==> src/rtl/axis_dual_input_op.sv <==
// axis_dual_input_op: two-input, one-output AXI-Stream operator.
// The OPERATION parameter selects the function:
//   0 = combiner: alternating fixed-length bursts from port 0 then port 1
//   1 = filter:   drop or keep port-0 beats according to a port-1 flag bit
//   2 = shifter:  shift port-0 data by the amount carried on port 1
// All three functions feed one registered output stage (latency of one cycle,
// one beat per cycle while output_ready stays high).
module axis_dual_input_op #(
    parameter int OPERATION       = 0,
    parameter int DATA_WIDTH      = 39,
    parameter int SIDE_WIDTH      = 6,
    parameter int FROM_PORT_ZERO  = 16,
    parameter int FROM_PORT_ONE   = 7,
    parameter int ELIMINATE_ON_UP = 1,
    parameter int LEFT            = 1,
    parameter int ARITHMETIC      = 0
) (
    input  logic                  clk,
    input  logic                  rst,
    input  logic                  input_0_valid,
    output logic                  input_0_ready,
    input  logic [DATA_WIDTH-1:0] input_0_data,
    input  logic                  input_1_valid,
    output logic                  input_1_ready,
    input  logic [SIDE_WIDTH-1:0] input_1_data,
    output logic                  output_valid,
    output logic [DATA_WIDTH-1:0] output_data,
    input  logic                  output_ready
);

    // The beat counter only has to reach the longer of the two bursts minus one.
    localparam int MAX_BURST = (FROM_PORT_ZERO > FROM_PORT_ONE) ? FROM_PORT_ZERO : FROM_PORT_ONE;
    localparam int CNT_W     = (MAX_BURST > 1) ? $clog2(MAX_BURST) : 1;
    // Port-1 data is widened to this before being cut back to DATA_WIDTH,
    // which handles both zero-extension and truncation.
    localparam int EXT_W     = (DATA_WIDTH > SIDE_WIDTH) ? DATA_WIDTH : SIDE_WIDTH;
    // Flag level on input_1_data[0] that discards a beat in filter mode.
    localparam logic DROP_LEVEL = (ELIMINATE_ON_UP != 0) ? 1'b1 : 1'b0;

    generate
        if ((OPERATION < 0) || (OPERATION > 2)) begin : g_bad_operation
            $error("axis_dual_input_op: OPERATION must be 0, 1 or 2");
        end
        if ((FROM_PORT_ZERO < 1) || (FROM_PORT_ONE < 1)) begin : g_bad_burst
            $error("axis_dual_input_op: FROM_PORT_ZERO and FROM_PORT_ONE must be at least 1");
        end
    endgenerate

    // Zero-extend (or truncate) a port-1 word to the output width.
    function automatic logic [DATA_WIDTH-1:0] zero_extend_side(input logic [SIDE_WIDTH-1:0] side);
        logic [EXT_W-1:0] wide;
        wide = EXT_W'(side);
        return wide[DATA_WIDTH-1:0];
    endfunction

    // Shift port-0 data; amounts at or beyond the word width saturate to the fill value.
    function automatic logic [DATA_WIDTH-1:0] shift_data(input logic [DATA_WIDTH-1:0] data,
                                                          input logic [SIDE_WIDTH-1:0] amount);
        logic [DATA_WIDTH-1:0] fill;
        logic [DATA_WIDTH-1:0] result;
        if ((ARITHMETIC != 0) && (LEFT == 0) && data[DATA_WIDTH-1]) begin
            fill = {DATA_WIDTH{1'b1}};
        end else begin
            fill = {DATA_WIDTH{1'b0}};
        end
        if (32'(amount) >= 32'(DATA_WIDTH)) begin
            result = fill;
        end else if (LEFT != 0) begin
            result = data << amount;
        end else if (ARITHMETIC != 0) begin
            result = DATA_WIDTH'($signed(data) >>> amount);
        end else begin
            result = data >> amount;
        end
        return result;
    endfunction

    logic                  phase0_r;        // 1 while the combiner serves port 0
    logic [CNT_W-1:0]      beat_cnt_r;      // beats accepted in the current combiner burst
    logic                  space_s;
    logic                  joined_fire_s;
    logic                  load_s;
    logic [DATA_WIDTH-1:0] result_s;
    logic [DATA_WIDTH-1:0] side_ext_s;
    logic [DATA_WIDTH-1:0] shifted_s;

    // Handshakes and output-register load decision for the selected operation
    always_comb begin
        space_s       = ~output_valid | output_ready;
        joined_fire_s = space_s & input_0_valid & input_1_valid & ~rst;
        side_ext_s    = zero_extend_side(input_1_data);
        shifted_s     = shift_data(input_0_data, input_1_data);
        input_0_ready = 1'b0;
        input_1_ready = 1'b0;
        load_s        = 1'b0;
        result_s      = {DATA_WIDTH{1'b0}};
        case (OPERATION)
            32'sd0: begin
                // Only the port whose turn it is may be ready; the other waits.
                input_0_ready = space_s & phase0_r & ~rst;
                input_1_ready = space_s & ~phase0_r & ~rst;
                if (phase0_r) begin
                    load_s   = input_0_valid & space_s & ~rst;
                    result_s = input_0_data;
                end else begin
                    load_s   = input_1_valid & space_s & ~rst;
                    result_s = side_ext_s;
                end
            end
            32'sd1: begin
                // Joined handshake: a pair is consumed even when the beat is dropped.
                input_0_ready = space_s & input_1_valid & ~rst;
                input_1_ready = space_s & input_0_valid & ~rst;
                load_s        = joined_fire_s & (input_1_data[0] != DROP_LEVEL);
                result_s      = input_0_data;
            end
            32'sd2: begin
                input_0_ready = space_s & input_1_valid & ~rst;
                input_1_ready = space_s & input_0_valid & ~rst;
                load_s        = joined_fire_s;
                result_s      = shifted_s;
            end
            default: begin
                input_0_ready = 1'b0;
                input_1_ready = 1'b0;
                load_s        = 1'b0;
                result_s      = {DATA_WIDTH{1'b0}};
            end
        endcase
    end

    // Combiner round position: which port is served and how far into its burst
    always_ff @(posedge clk) begin
        if (rst) begin
            phase0_r   <= 1'b1;
            beat_cnt_r <= {CNT_W{1'b0}};
        end else if ((OPERATION == 32'sd0) && load_s) begin
            if (phase0_r) begin
                if (beat_cnt_r == CNT_W'(FROM_PORT_ZERO - 1)) begin
                    phase0_r   <= 1'b0;
                    beat_cnt_r <= {CNT_W{1'b0}};
                end else begin
                    beat_cnt_r <= beat_cnt_r + CNT_W'(1);
                end
            end else begin
                if (beat_cnt_r == CNT_W'(FROM_PORT_ONE - 1)) begin
                    phase0_r   <= 1'b1;
                    beat_cnt_r <= {CNT_W{1'b0}};
                end else begin
                    beat_cnt_r <= beat_cnt_r + CNT_W'(1);
                end
            end
        end else begin
            phase0_r   <= phase0_r;
            beat_cnt_r <= beat_cnt_r;
        end
    end

    // Output register: load a new result, drain on output_ready, otherwise hold
    always_ff @(posedge clk) begin
        if (rst) begin
            output_valid <= 1'b0;
            output_data  <= {DATA_WIDTH{1'b0}};
        end else if (load_s) begin
            output_valid <= 1'b1;
            output_data  <= result_s;
        end else if (output_ready) begin
            output_valid <= 1'b0;
            output_data  <= output_data;
        end else begin
            output_valid <= output_valid;
            output_data  <= output_data;
        end
    end

endmodule

==> config.mk <==
export PLATFORM = sky130hd
export DESIGN_NAME = axis_dual_input_op
export DESIGN_NICKNAME = d
export VERILOG_FILES = /design/src/rtl/axis_dual_input_op.sv
export SDC_FILE = /design/constraint.sdc
export NUM_CORES = 1
export LEC_CHECK = 0
export ABC_AREA = 1
export CELL_PAD_IN_SITES_DETAIL_PLACEMENT = 0
export CELL_PAD_IN_SITES_GLOBAL_PLACEMENT = 1
export CORE_MARGIN = 4
export CORE_UTILIZATION = 30
export DETAILED_ROUTE_END_ITERATION = 16
export PLACE_DENSITY_LB_ADDON = 0.3
export SLEW_MARGIN = 20
export SYNTH_ARGS = -nofsm -noshare
export SYNTH_HDL_FRONTEND = slang
export SYNTH_SLANG_ARGS = --single-unit
==> constraint.sdc <==
create_clock -name clk -period 2.4 [get_ports clk]
set_input_delay 0.36 -clock clk [delete_from_list [all_inputs] [get_ports clk]]
set_output_delay 0.36 -clock clk [all_outputs]
set_load 0.01 [all_outputs]
; ---- Word level (Yosys, flattened, before mapping)
; Index checks and enable logic that the tools add are counted.
[op_classes]
shifts = 0
addsub = 1
n_eq_ne = 2
reduce_logical = 1
mul = 0
bitwise = 12
magnitude_cmp = 0
div = 0
muxes = 10
[op_table]
columns = cell, count
row1 = 39-bit 2-to-1 mux, 1
row2 = 4-bit 2-to-1 mux, 3
row3 = 1-bit AND, 8
row4 = 1-bit 2-to-1 mux, 6
row5 = 4-bit by 1-bit adder with 4-bit output (second input constant), 1
row6 = 4-bit by 3-bit == test with 1-bit output (second input constant), 1
row7 = 4-bit == test (second input constant), 1
row8 = 1-bit inverter, 3
row9 = 2-bit nonzero test, 1
row10 = 1-bit OR, 1
[totals]
romBits = 0
ram_bits = 0
latchBits = 0
word_cells = 30
memories = 0
output_inout_bits = 42
ff_bits = 45
in_bits = 50

; ---- Logic depth before layout (Yosys ltp)
[depth]
depth_word = 6
depth_mapped = 9
ltp_nobuf = 7

; ---- Worst setup path after synthesis
; Ideal clock, no wire load.
[synth_path]
kind = input port to output port
startpoint = input rst
endpoint = output input_0_ready
t_required_ns = 2.040
stages = 3
arrival_time_ns = 0.994
n_path_buf = 2
slack_ns = 1.046
path_cell_list = buf_2 > clkbuf_1 > nor3_1
[synth_via]
elab_chain_len = 2
[synth_lines]
columns = item, line_no
row1 = from (decl), 19  ; input logic rst,
row2 = 1-bit inverter, 100  ; input_0_ready = space_s & phase0_r & ~rst;
row3 = 1-bit AND, 100
row4 = to (decl), 21  ; output logic input_0_ready,
; No other way between the ends.

; ---- Final worst setup path
[layout_path]
startpoint = register phase0_r
endpoint = output input_0_ready
[layout_via]
elab_chain_len = 2
[layout_lines]
columns = item, line_no
row1 = from (decl), 78  ; logic phase0_r;
row2 = from (signal assigned), 154  ; phase0_r <= phase0_r;
row3 = 1-bit AND (2 in a row), 100
; No other way between the ends.

==> impl_metrics.yaml <==
sta:
  finalHoldViolations: 0
  finalSetupTns_ns: 0
  rsz0062_at_grt: "no"
  clock_skew_ns: 0.007022
  timing.fmax_mhz: 450.4
  post-route-min-period_ns: 2.220
  slew_violations: 0
  worst_slew_pin_slew_ns: 0.5275
  setup_viol: 0
  relSlewSlack_pct: 64.78
  post-route-period-util_pct: 92.52
grt:
  grt_max_degree: 43
  grt_usage_pct: 13.83
  antenna_found_initial: 0
  grt_pass1_vias: 1824
  gr-total-overflow: 0
  grt_pass1_wl_um: 8397
worst_setup_path:
  critPathCaptureType: "output port"
  worstPathMaxFanout: 11
  worst-r2r-setup-slack_ns: 0.61
  crit_start: "phase0_r$_SDFFE_PP1P_"
  worstPathRequired_ns: 2.04
  worst-setup-path-type: "flop to output port"
  r2r_start: "phase0_r$_SDFFE_PP1P_"
  reg2reg_depth: 6
  arrival_ns: 1.86
  start_kind: "flop"
  r2r_end: "beat_cnt_r[0]$_SDFFE_PP0P_"
floorplan:
  initial_utilization_pct: 31.52
  coreArea_um2: 6026
  die-width_um: 87.57
  die_y_um: 87.57
  num_rows: 28
  die_area_um2: 7669
  pin_count: 92
outcome:
  status: "finished, final reports clean"
hold_path:
  hp-start: "output_data[38]$_SDFFE_PP0P_"
  holdPathEnd: "output_data[38]$_SDFFE_PP0P_"
  min_path_type: "flop to flop"
  holdPathStages: 2
finish:
  syn_to_final_growth_pct: 52.90
  multi_input_area_um2: 840.8
  seqCellArea_um2: 900.9
  nNetsFinal: 391
  diodes: 0
  num-fill-cells: 653
  drive_above_1_share_pct: 5.605
cts:
  cts_tree: "done"
  cts_buffers: 5
  path_clk_slew_ns: 0.08
  clock_path_buffers: 2
  cts.sinks: 45
  ctsResizeCount: 0
  root_buffer: "clkbuf_8"
  clk_latency_ns: 0.29
  postCtsSetupBuffers: 0
  ctsHtreeMaxLevel: 2
  cts-hold-fix-buffers: 0
pwr:
  p_sw_uw: 483.6
  pwr-share-clk_pct: 25.3
  internal-power_uw: 1253
  combPwrFrac_pct: 25.9
  sw_frac_of_total_pct: 27.84
  power.total_uw: 1737
  pwr-share-seq_pct: 48.8
  max-vdd-ir-drop_mv: 0.2828
  powerDensity_nw_per_um2: 598.1
  leakage_uw: 0.001143
yosys:
  synth.top_cell.area_share_pct: 47.43
  synthMuxAreaShare_pct: 0
  synth-adder-area-share_pct: 1.976
  synth_xor_area_share_pct: 0
  yosysSeqAreaShare_pct: 47.43
  synth_top_family_by_area: "simple AND/OR/NAND/NOR gates"
  synth_seq_cells: 45
  synth.distinct_cells: 24
  synth-simple-area-share_pct: 28.66
  synth_compound_area_share_pct: 13.64
  synthCells: 250
  yosysTopAreaCell: "dfxtp_1"
  synth_area_leaders: "dfxtp_1 (47%), nand2_1 (18%), a21oi_1 (7.9%)"
  syn_area_um2: 1899
  syn_nets: 303
  syn_area_per_cell_um2: 7.597
  ys_warn_count: 0
job:
  max_cap_viol_count: 0
detailed_routing:
  via_per_inst: 4.420
  post_drt_wl_per_cell_um: 12.43
  route.detailed.drc: 0
  dr.pass1.iters: 4
  antenna_left: 0
  vias: 1830
  drt-total-wl_um: 5144
  drtIter0Drc: 78
placed_design:
  gp_congestion: 0.7247
  hpwl_um: 3652
  port_buffers: 91
==> sequential cells by signal, indices dropped and copies added (netlist names) <==
| name | flops |
|---|---|
| output_data | 39 |
| output_valid | 1 |
| phase0_r | 1 |
| beat_cnt_r | 4 |
==> synthesized netlist by cell type, drive strengths merged <==
cell type   n
and3        1
o211ai      1
nor2       19
clkbuf      3
nand3       8
dfxtp      45
clkinv      1
a21oi      32
o21ai      14
o22ai       1
buf        12
ha          3
nand4       2
nor3        2
inv         9
nand2      97
==> final cells by class <==
type / instances / area share, %
Timing Repair Buffer: 96 / 32.66
Sequential cell: 45 / 31.02
Inverter: 10 / 1.379
Multi-Input combinational cell: 180 / 28.95
Clock buffer: 8 / 2.757
Tap cell: 75 / 3.231
==> worst max-delay path by stage <==
stage,endpoint,slack (ns),depth (start not counted)
finish,input_0_ready,0.18,3
global route,input_0_ready,0.11,3
CTS,input_0_ready,0.16,3
detailed placement,input_1_ready,0.35,4
global placement,beat_cnt_r[3]$_SDFFE_PP0P_,0.40,8
floorplan,input_0_ready,1.05,3
==> kinds of logic (layout without fill, tap and decap cells) <==
group | Yosys count | in the layout
compound gates | 48 | 48
fa+ha+maj | 3 | 3
buf+inv | 25 | 114
flops | 45 | 45
simple gates | 129 | 129
==> cell usage in the layout (no fill, tap or decap) <==
cell,netlist,routed
inv_4,1,1
nand2_4,5,5
nor2_1,19,19
a21oi_2,1,1
buf_4,1,5
o21ai_1,5,5
o211ai_1,1,1
ha_1,3,3
a21oi_4,1,1
nor3_1,2,2
inv_1,8,8
o21ai_0,9,9
clkinv_1,1,1
nand4_1,2,2
nand2_1,91,91
o22ai_1,1,1
and3_1,1,1
clkdlybuf4s50_1,0,91
nand3_1,8,8
clkbuf_8,0,5
a21oi_1,30,30
nand2_2,1,1
dfxtp_1,45,45
clkbuf_1,3,3
==> metal layers <==
| layer | vias to the layer above | wire [µm] | GRT usage (%) |
|---|---|---|---|
| met5 | - | 0 | 0 |
| met1 | 806 | 2248 | 16.92 |
| met3 | 6 | 347 | 4.045 |
| met4 | 0 | 62 | 4.184 |
| li1 | 972 | - | - |
| met2 | 46 | 2486 | 23.49 |
==> metrics by stage <==
stage	setup slack [ns]	cell area (µm²)	util, %	instances	hold slack, ns
after floorplan	1.046	1899	-	250	0.4686
after global placement	0.3998	2824	46.86	406	0.4509
after detailed placement	0.3460	2824	46.86	406	0.4556
after CTS	0.1601	2904	48.19	414	0.4689
after global routing	0.1080	2904	48.19	414	0.4832
final	0.1795	2904	48.19	414	0.4664
==> power by group through the flow <==
| stage | Sequential, µW | Combinational, µW | Clock, µW |
|---|---|---|---|
| 6_report | 848 | 449 | 440 |
| 3_3_place_gp | 864 | 453 | 0 |
| 3_5_place_dp | 866 | 455 | 0 |
| 5_1_grt | 859 | 494 | 496 |
| 4_1_cts | 849 | 458 | 464 |
| 2_1_floorplan | 884 | 215 | 0 |
==> critical path, cell delays in order, from the launching register on <==
cell and delay (ns):
dfxtp_1 0.66, inv_4 0.15, nor3_1 0.21, clkdlybuf4s50_1 0.56
No activity file was read; power rests on OpenSTA's default activity.
